File: config.mk
export PLATFORM = sky130hd
export DESIGN_NAME = uart_rxd_fifo
export DESIGN_NICKNAME = d
export VERILOG_FILES = /design/src/rtl/uart_rxd_fifo.sv
export SDC_FILE = /design/constraint.sdc
export NUM_CORES = 1
export LEC_CHECK = 0
export ABC_AREA = 1
export BUFFER_PORTS_ARGS = -buffer_cell sky130_fd_sc_hd__buf_4
export CORE_AREA = 10 10 119 121
export DETAILED_ROUTE_END_ITERATION = 12
export DIE_AREA = 0 0 129 131
export PLACE_DENSITY_LB_ADDON = 0.25
export SKIP_CTS_REPAIR_TIMING = 1
export SYNTH_ARGS = -nofsm -noshare
export SYNTH_HDL_FRONTEND = slang
export SYNTH_SLANG_ARGS = --single-unit
File: constraint.sdc
create_clock -name clk -period 2.41 [get_ports clk]
set_input_delay 0.1205 -clock clk [delete_from_list [all_inputs] [get_ports clk]]
set_output_delay 0.1205 -clock clk [all_outputs]
set_load 0.005 [all_outputs]
File: src/rtl/uart_rxd_fifo.sv
// uart_rxd_fifo: 8N1 UART receiver feeding a show-ahead receive FIFO, with framing/overrun flags.
// Define UART_RX_PARITY_EN to receive 8E1 frames and add the parity_err pulse output.
module uart_rxd_fifo #(
  parameter int unsigned CLK_F      = 12_000_000,
  parameter int unsigned BPS        = 9600,
  parameter int unsigned FIFO_DEPTH = 8
) (
  input  logic                          clk,
  input  logic                          rst,
  input  logic                          rx,
  input  logic                          rd_en,
  input  logic                          clr_err,
  output logic [7:0]                    rd_data,
  output logic                          rd_valid,
  output logic                          full,
  output logic [$clog2(FIFO_DEPTH):0]   fifo_count,
  output logic                          frame_err,
`ifdef UART_RX_PARITY_EN
  output logic                          parity_err,
`endif
  output logic                          overrun
);

  localparam int unsigned AW       = $clog2(FIFO_DEPTH);
  localparam logic [15:0] BIT_LAST = 16'((CLK_F / BPS) - 1);
  localparam logic [15:0] HALF_CNT = 16'(((CLK_F / BPS) / 2) - 1);
  localparam logic [AW:0] CNT_ZERO = (AW+1)'(0);
  localparam logic [AW:0] CNT_ONE  = (AW+1)'(1);
  localparam logic [AW:0] CNT_FULL = (AW+1)'(FIFO_DEPTH);
  localparam logic [AW-1:0] PTR_ONE = AW'(1);

`ifdef UART_RX_PARITY_EN
  typedef enum logic [4:0] {
    IDLE   = 5'b00001,
    START  = 5'b00010,
    DATA   = 5'b00100,
    PARITY = 5'b01000,
    STOP   = 5'b10000
  } state_t;
`else
  typedef enum logic [3:0] {
    IDLE  = 4'b0001,
    START = 4'b0010,
    DATA  = 4'b0100,
    STOP  = 4'b1000
  } state_t;
`endif

  state_t        state_r;
  logic          rx_meta_r;
  logic          rx_s_r;
  logic          rx_prev_r;
  logic [15:0]   cnt_r;
  logic [2:0]    bit_idx_r;
  logic [7:0]    shift_r;
  logic          frame_err_r;
  logic          overrun_r;
  logic          par_bad_s;
`ifdef UART_RX_PARITY_EN
  logic          par_bit_r;
  logic          parity_err_r;
`endif

  logic [7:0]    mem_r [FIFO_DEPTH];
  logic [AW-1:0] wr_ptr_r;
  logic [AW-1:0] rd_ptr_r;
  logic [AW:0]   count_r;
  logic [AW:0]   count_next_s;
  logic          rd_valid_r;
  logic          full_r;

  logic          stop_hit_s;
  logic          byte_ok_s;
  logic          pop_s;
  logic          push_s;
  logic          drop_full_s;

`ifdef UART_RX_PARITY_EN
  assign par_bad_s = ^{shift_r, par_bit_r};
`else
  assign par_bad_s = 1'b0;
`endif

  // A full FIFO still accepts the byte when the consumer pops on the same edge.
  assign stop_hit_s  = (state_r == STOP) && (cnt_r == 16'd0);
  assign byte_ok_s   = stop_hit_s && rx_s_r && !par_bad_s;
  assign pop_s       = rd_en && rd_valid_r;
  assign push_s      = byte_ok_s && (!full_r || pop_s);
  assign drop_full_s = byte_ok_s && full_r && !pop_s;

  // Two-flop synchronizer plus one delayed copy for start-edge detection.
  always_ff @(posedge clk or negedge rst) begin
    if (!rst) begin
      rx_meta_r <= 1'b1;
      rx_s_r    <= 1'b1;
      rx_prev_r <= 1'b1;
    end else begin
      rx_meta_r <= rx;
      rx_s_r    <= rx_meta_r;
      rx_prev_r <= rx_s_r;
    end
  end

  // Receive FSM: mid-bit sampling, byte assembly and error flags.
  always_ff @(posedge clk or negedge rst) begin
    if (!rst) begin
      state_r      <= IDLE;
      cnt_r        <= 16'd0;
      bit_idx_r    <= 3'd0;
      shift_r      <= 8'h00;
      frame_err_r  <= 1'b0;
      overrun_r    <= 1'b0;
`ifdef UART_RX_PARITY_EN
      par_bit_r    <= 1'b0;
      parity_err_r <= 1'b0;
`endif
    end else begin
      frame_err_r <= 1'b0;
`ifdef UART_RX_PARITY_EN
      parity_err_r <= 1'b0;
`endif
      if (drop_full_s) begin
        overrun_r <= 1'b1;
      end else if (clr_err) begin
        overrun_r <= 1'b0;
      end
      if (cnt_r != 16'd0) begin
        cnt_r <= cnt_r - 16'd1;
      end
      case (state_r)
        IDLE: begin
          if (rx_prev_r && !rx_s_r) begin
            cnt_r   <= HALF_CNT;
            state_r <= START;
          end
        end
        START: begin
          if (cnt_r == 16'd0) begin
            if (!rx_s_r) begin
              cnt_r     <= BIT_LAST;
              bit_idx_r <= 3'd0;
              state_r   <= DATA;
            end else begin
              state_r <= IDLE;
            end
          end
        end
        DATA: begin
          if (cnt_r == 16'd0) begin
            shift_r <= {rx_s_r, shift_r[7:1]};
            cnt_r   <= BIT_LAST;
            if (bit_idx_r == 3'd7) begin
`ifdef UART_RX_PARITY_EN
              state_r <= PARITY;
`else
              state_r <= STOP;
`endif
            end else begin
              bit_idx_r <= bit_idx_r + 3'd1;
            end
          end
        end
`ifdef UART_RX_PARITY_EN
        PARITY: begin
          if (cnt_r == 16'd0) begin
            par_bit_r <= rx_s_r;
            cnt_r     <= BIT_LAST;
            state_r   <= STOP;
          end
        end
`endif
        STOP: begin
          if (cnt_r == 16'd0) begin
            state_r     <= IDLE;
            frame_err_r <= !rx_s_r;
`ifdef UART_RX_PARITY_EN
            parity_err_r <= par_bad_s;
`endif
          end
        end
        default: begin
          state_r <= IDLE;
          cnt_r   <= 16'd0;
        end
      endcase
    end
  end

  // Occupancy after this edge's push/pop pair.
  always_comb begin
    count_next_s = count_r;
    case ({push_s, pop_s})
      2'b10:   count_next_s = count_r + CNT_ONE;
      2'b01:   count_next_s = count_r - CNT_ONE;
      default: count_next_s = count_r;
    endcase
  end

  // FIFO pointers and registered status flags.
  always_ff @(posedge clk or negedge rst) begin
    if (!rst) begin
      wr_ptr_r   <= '0;
      rd_ptr_r   <= '0;
      count_r    <= CNT_ZERO;
      rd_valid_r <= 1'b0;
      full_r     <= 1'b0;
    end else begin
      if (push_s) begin
        wr_ptr_r <= wr_ptr_r + PTR_ONE;
      end
      if (pop_s) begin
        rd_ptr_r <= rd_ptr_r + PTR_ONE;
      end
      count_r    <= count_next_s;
      rd_valid_r <= (count_next_s != CNT_ZERO);
      full_r     <= (count_next_s == CNT_FULL);
    end
  end

  // Storage array; contents are only observable through a valid head.
  always_ff @(posedge clk) begin
    if (push_s) begin
      mem_r[wr_ptr_r] <= shift_r;
    end
  end

  assign rd_data    = rd_valid_r ? mem_r[rd_ptr_r] : 8'h00;
  assign rd_valid   = rd_valid_r;
  assign full       = full_r;
  assign fifo_count = count_r;
  assign frame_err  = frame_err_r;
  assign overrun    = overrun_r;
`ifdef UART_RX_PARITY_EN
  assign parity_err = parity_err_r;
`endif

endmodule
# Word-level counts from Yosys, hierarchy flattened
# Memories as Yosys holds them, arrays and structs flattened.
# Index checks and enable logic that the tools add are counted.
# totals
out_inout_bits	16
ram_bits	64
word_cells	81
mem_count	1
input_bits	5
regBits	48
# classes
n_mux	26
reduce_logical	19
n_eq_ne	15
n_addsub	6
# memory_table
name	words	word_bits	read_ports	rd_clocked_by_memory_dff	write_ports	line	text
mem_r	8	8	1	0	1	64	logic [7:0] mem_r [FIFO_DEPTH];
# op_table
op	count
two-way mux 16 bit	5
one-hot mux 16 bit (4 select lines)	1
two-way mux 4 bit	5
logical NOT 16 bit	1
one-hot mux 4 bit (4 select lines)	1
nonzero test 16 bit	1
subtractor 16 x 1 -> 16 bit (second input constant)	1
two-way mux 3 bit	5
inequality test 2 bit (second input constant)	6
AND reduction 5 bit	2
adder 3 x 1 -> 3 bit (second input constant)	3
equality test 4 bit (second input constant)	2
two-way mux 8 bit	1
one-hot mux 4 bit (2 select lines)	1
logical AND 1 bit	7
two-way mux 1 bit	6
one-hot mux 3 bit (2 select lines)	1
adder 4 x 1 -> 4 bit (second input constant)	1
equality test 4 x 1 -> 1 bit (second input constant)	1
equality test 4 x 2 -> 1 bit (second input constant)	1
equality test 4 x 3 -> 1 bit (second input constant)	1
nonzero test 2 bit	2
nonzero test 4 bit	1
subtractor 4 x 1 -> 4 bit (second input constant)	1
7 further kinds	9

# Longest topological paths before layout
# depth
ltp_word	7
ltp_mapped	18
depth_no_buf	18

# Worst setup path before layout
# Ideal clock, no wire load.
# synth_timing
path_type	register to register
start	register cnt_r[0]
end	register rd_valid_r (netlist: rd_valid)
path_stages_with_launch	19
setup_slack_ns	-0.184
setup_ns	0.126
arrival_ns	2.468
t_required_ns	2.284
cell_sequence	dfrtp_1 > inv_1 > ha_1 > nand2_2 > nor2_2 > nand2_4 > nor3_4 > nand2_2 > ha_1 > nand2_1 > inv_1 > nor2_1 > ha_1 > nand2_1 > nand2_1 > nor2_1 > o211ai_1 > inv_1 > nand3_1
# synth_between
elab_chain_cells	7
elab_cells_between_ends	8
# synth_rtl
item	line	text
start: declaration	53	logic [15:0] cnt_r;
start signal: assignment	128	cnt_r <= cnt_r - 16'd1;
logical NOT 16 bit (*)	85	assign stop_hit_s = (state_r == STOP) && (cnt_r == 16'd0);
logical AND 1 bit (*)	85	
logical AND 1 bit (*)	86	assign byte_ok_s = stop_hit_s && rx_s_r && !par_bad_s;
logical AND 1 bit (*)	88	assign push_s = byte_ok_s && (!full_r || pop_s);
equality test 2 x 1 -> 1 bit / equality test 2 bit (equally long branches)	192	case ({push_s, pop_s})
one-hot mux 4 bit (2 select lines) (*)	192	
named net count_next_s[1]	68	logic [AW:0] count_next_s;
nonzero test 4 bit (*)	215	rd_valid_r <= (count_next_s != CNT_ZERO);
end signal: assignment	215	
end: declaration	69	logic rd_valid_r;
# Mark *: on every way through the listed nets, which the timed path passes. The rest lies on a longest branch.
# A chain may end at the register's enable or synchronous reset.

# Worst setup path after layout
# Same ends and word-level chain as after synthesis.

==> results_dict.tcl <==
set metrics [dict create \
    cts.sinks 112 \
    holdPathEnd "rd_ptr_r[1]" \
    drt_iter0_drc 280 \
    min_path_type "primary input to register" \
    p_int_w 0.004514 \
    clk_root_buffer_cell "clkbuf_16" \
    cts_made_buffers 9 \
    synth_nets 563 \
    synth_area_leaders "edfxtp_1, dfrtp_1, nand2_1" \
    die_w_um 129 \
    maxCapViolations 0 \
    worst_slew_pin_slew_ns 0.6246 \
    design.core.area_mm2 0.01181 \
    synth_commonest_cells "nand2_1, nor2_1, edfxtp_1" \
    hold_viol 0 \
    htreeDepth 3 \
    num_antenna_cells 0 \
    max_clock_freq_mhz 427.5 \
    r2r_end "rd_valid" \
    slew_violations 0 \
    nNetsFinal 624 \
    die_h_um 131 \
    grt_max_degree 49 \
    syn-instance-count 548 \
    grt_pass1_vias 3635 \
    vias 3927 \
    mappedNetlistArea_mm2 0.005233 \
    cp-start-kind "register" \
    path_class "register to register" \
    route.detailed.drc 0 \
    io_pins 21 \
    start_util_pct 44.30 \
    yosysMostFrequentCell "nand2_1" \
    holdWs_ns 0.1334 \
    area_delta_synth_final_pct 18.96 \
    hold_start "rd_en" \
    fin_crit_ns 2.339 \
    clk_path_buf_depth 2 \
    routabilityCongestion 0.8838 \
    arrival_ns 2.57 \
    power.share.switching_pct 39.69 \
    p_switching_w 0.002971 \
    yosysSeqAreaShare_pct 59.78 \
    r2r_start "cnt_r[0]" \
    dieArea_mm2 0.01690 \
    yosysWarnings 0 \
    cp.required_ns 2.64 \
    setup_viol 0 \
    ys.flop_type "edfxtp_1" \
    dp.cells 731 \
    clkPwrFrac_pct 19.8 \
    wl_per_cell_um 15.04 \
    synth-seq-cells 112 \
    dp_slack_ns -0.02672 \
    syn_area_per_cell_um2 9.548 \
    clkTransAtPathRegs_ns 0.07 \
    crit_path_max_fanout 4 \
    ant_nets 0 \
    endpoint_kind "register" \
    synth_edf_count 64 \
    ys_types 34 \
    design_area_mm2 0.006225 \
    ir_drop_mv 0.6040 \
    fin_crit_sh_pct 97.07 \
    fillers 1047 \
    grt_pass1_wl_mm 18.42 \
    min_path_cells 4 \
    grt_usage_pct 13.90 \
    synth-async-reset-ratio_pct 42.86 \
    tritoncts "done" \
    seq_power_share_pct 33.5 \
    via_per_inst 5.160 \
    dp_hpwl_mm 7.783 \
    port_buffers 20 \
    relSlewSlack_pct 58.36 \
    layout_setup_ws_ns 0.07066 \
    status "complete, no violations" \
    wirelength_mm 11.45 \
    dpl_cell_area_mm2 0.005766 \
    power_density_mw_per_mm2 1202 \
    combPwrFrac_pct 46.7 \
    synth_top_cell_area_share_pct 36.73 \
    skew_ns 0.009475 \
    antenna_found_initial 0 \
    overflow 0 \
    ff2ff_path_depth 18 \
    drive_gt1_share_pct 20.20 \
    rsz0062_at_grt "yes" \
    clock_latency_ns 0.36 \
    stdcell_count 761 \
    rows 40 \
    regToRegSetupSlack_ns 0.07 \
    yosysTopAreaCell "edfxtp_1" \
    drtPass1Iterations 5 \
    leakage_nw 2.749 \
]
==> placed cells by master (no fill, tap or decap), drive strengths merged <==
| cell | n |
|---|---|
| nand2 | 119 |
| nor2 | 119 |
| edfxtp | 64 |
| buf | 60 |
| o21ai | 54 |
| dfrtp | 44 |
| inv | 41 |
| nand3 | 31 |
| clkbuf | 11 |
| ha | 10 |
| nand4 | 9 |
| nand3b | 8 |
| o32ai | 8 |
| a21oi | 7 |
| xor2 | 5 |
| dfstp | 4 |
| dlygate4sd3 | 3 |
| or2 | 3 |
| clkinv | 3 |
| o21bai | 2 |
| o211ai | 2 |
| and2 | 1 |
| nand2b | 1 |
| xnor2 | 1 |
| a21o | 1 |
| nor3 | 1 |
| bufinv | 1 |
| clkinvlp | 1 |
==> per-layer routing <==
layer  track usage (%)  share of wire (%)  wire length (um)  vias up
met5                 0                  0                 0        -
met4             4.682                1.6               184        0
met3             3.062                4.7               543       18
met2             23.48                 50              5759       87
met1             17.31                 43              4959     1864
li1                  -                  -                 -     1958
==> power by group through the flow <==
| stage | logic [W] | registers [W] | clock network [W] |
|---|---|---|---|
| 2_1_floorplan | 0.00218 | 0.00246 | 0 |
| 3_3_place_gp | 0.00320 | 0.00251 | 0 |
| 3_5_place_dp | 0.00324 | 0.00252 | 0 |
| 4_1_cts | 0.00326 | 0.00248 | 0.00152 |
| 5_1_grt | 0.00391 | 0.00254 | 0.00160 |
| 6_report | 0.00350 | 0.00250 | 0.00148 |
==> worst max-delay path by stage <==
stage / start / endpoint / cells past startpoint
2_1_floorplan: cnt_r[0] / rd_valid / 18
3_3_place_gp: cnt_r[8] / rd_valid / 17
3_5_place_dp: cnt_r[1] / rd_valid / 18
4_1_cts: cnt_r[1] / rd_valid / 17
5_1_grt: cnt_r[7] / rd_valid / 17
6_report: cnt_r[0] / rd_valid / 18
==> flip-flops by register name, summed over array words and instances (netlist names), 3 cells and up <==
register and count:
fifo_count 4, state_r 4, mem_r 64, shift_r 8, cnt_r 16, bit_idx_r 3
wr_ptr_r 3, rd_ptr_r 3
==> kinds of logic (layout without fill, tap and decap cells) <==
| family | count (synthesis) | count (layout) | share of synthesized area (%) |
|---|---|---|---|
| AO/OA/AOI/OAI | 74 | 74 | 7.891 |
| XOR/XNOR | 6 | 6 | 1.004 |
| adder cells (fa/ha/maj) | 10 | 10 | 2.391 |
| buffers and inverters | 54 | 120 | 4.208 |
| flip-flops | 112 | 112 | 59.78 |
| AND/OR/NAND/NOR | 292 | 292 | 24.73 |
==> worst max-delay path, stage by stage (launching register included) <==
cell and delay (ns):
dfrtp_1 0.39, inv_2 0.09, ha_4 0.15, nand2_4 0.05, nor2_4 0.12, nand2_4 0.07, nor3_4 0.18, nand2_2 0.10
ha_4 0.19, nand2_4 0.06, inv_2 0.04, nor2_4 0.11, ha_4 0.21, nand2_2 0.06, nand2_2 0.05, nor2_2 0.10
o211ai_1 0.11, inv_1 0.06, nand3_1 0.06
==> stage by stage <==
step | utilization, % | setup TNS [ns] | total power, W
5_1_grt | 52.70 | -0.1105 | 0.008048
6_report | 52.70 | 0 | 0.007484
2_1_floorplan | - | -0.04027 | 0.004646
4_1_cts | 51.29 | -0.08992 | 0.007259
3_5_place_dp | 48.81 | -0.02672 | 0.005757
3_3_place_gp | 48.81 | 0 | 0.005705
==> cell type report <==
| class | instances | area [um2] | area share, % |
|---|---|---|---|
| inverter | 41 | 153.9 | 2.472 |
| clock inverter | 5 | 60.06 | 0.9648 |
| tap | 147 | 183.9 | 2.955 |
| multi-input combinational | 382 | 1986 | 31.90 |
| sequential | 112 | 3128 | 50.25 |
| timing repair buffer | 63 | 480.5 | 7.719 |
| clock buffer | 11 | 232.7 | 3.739 |
(Power assumes the default switching activity.)
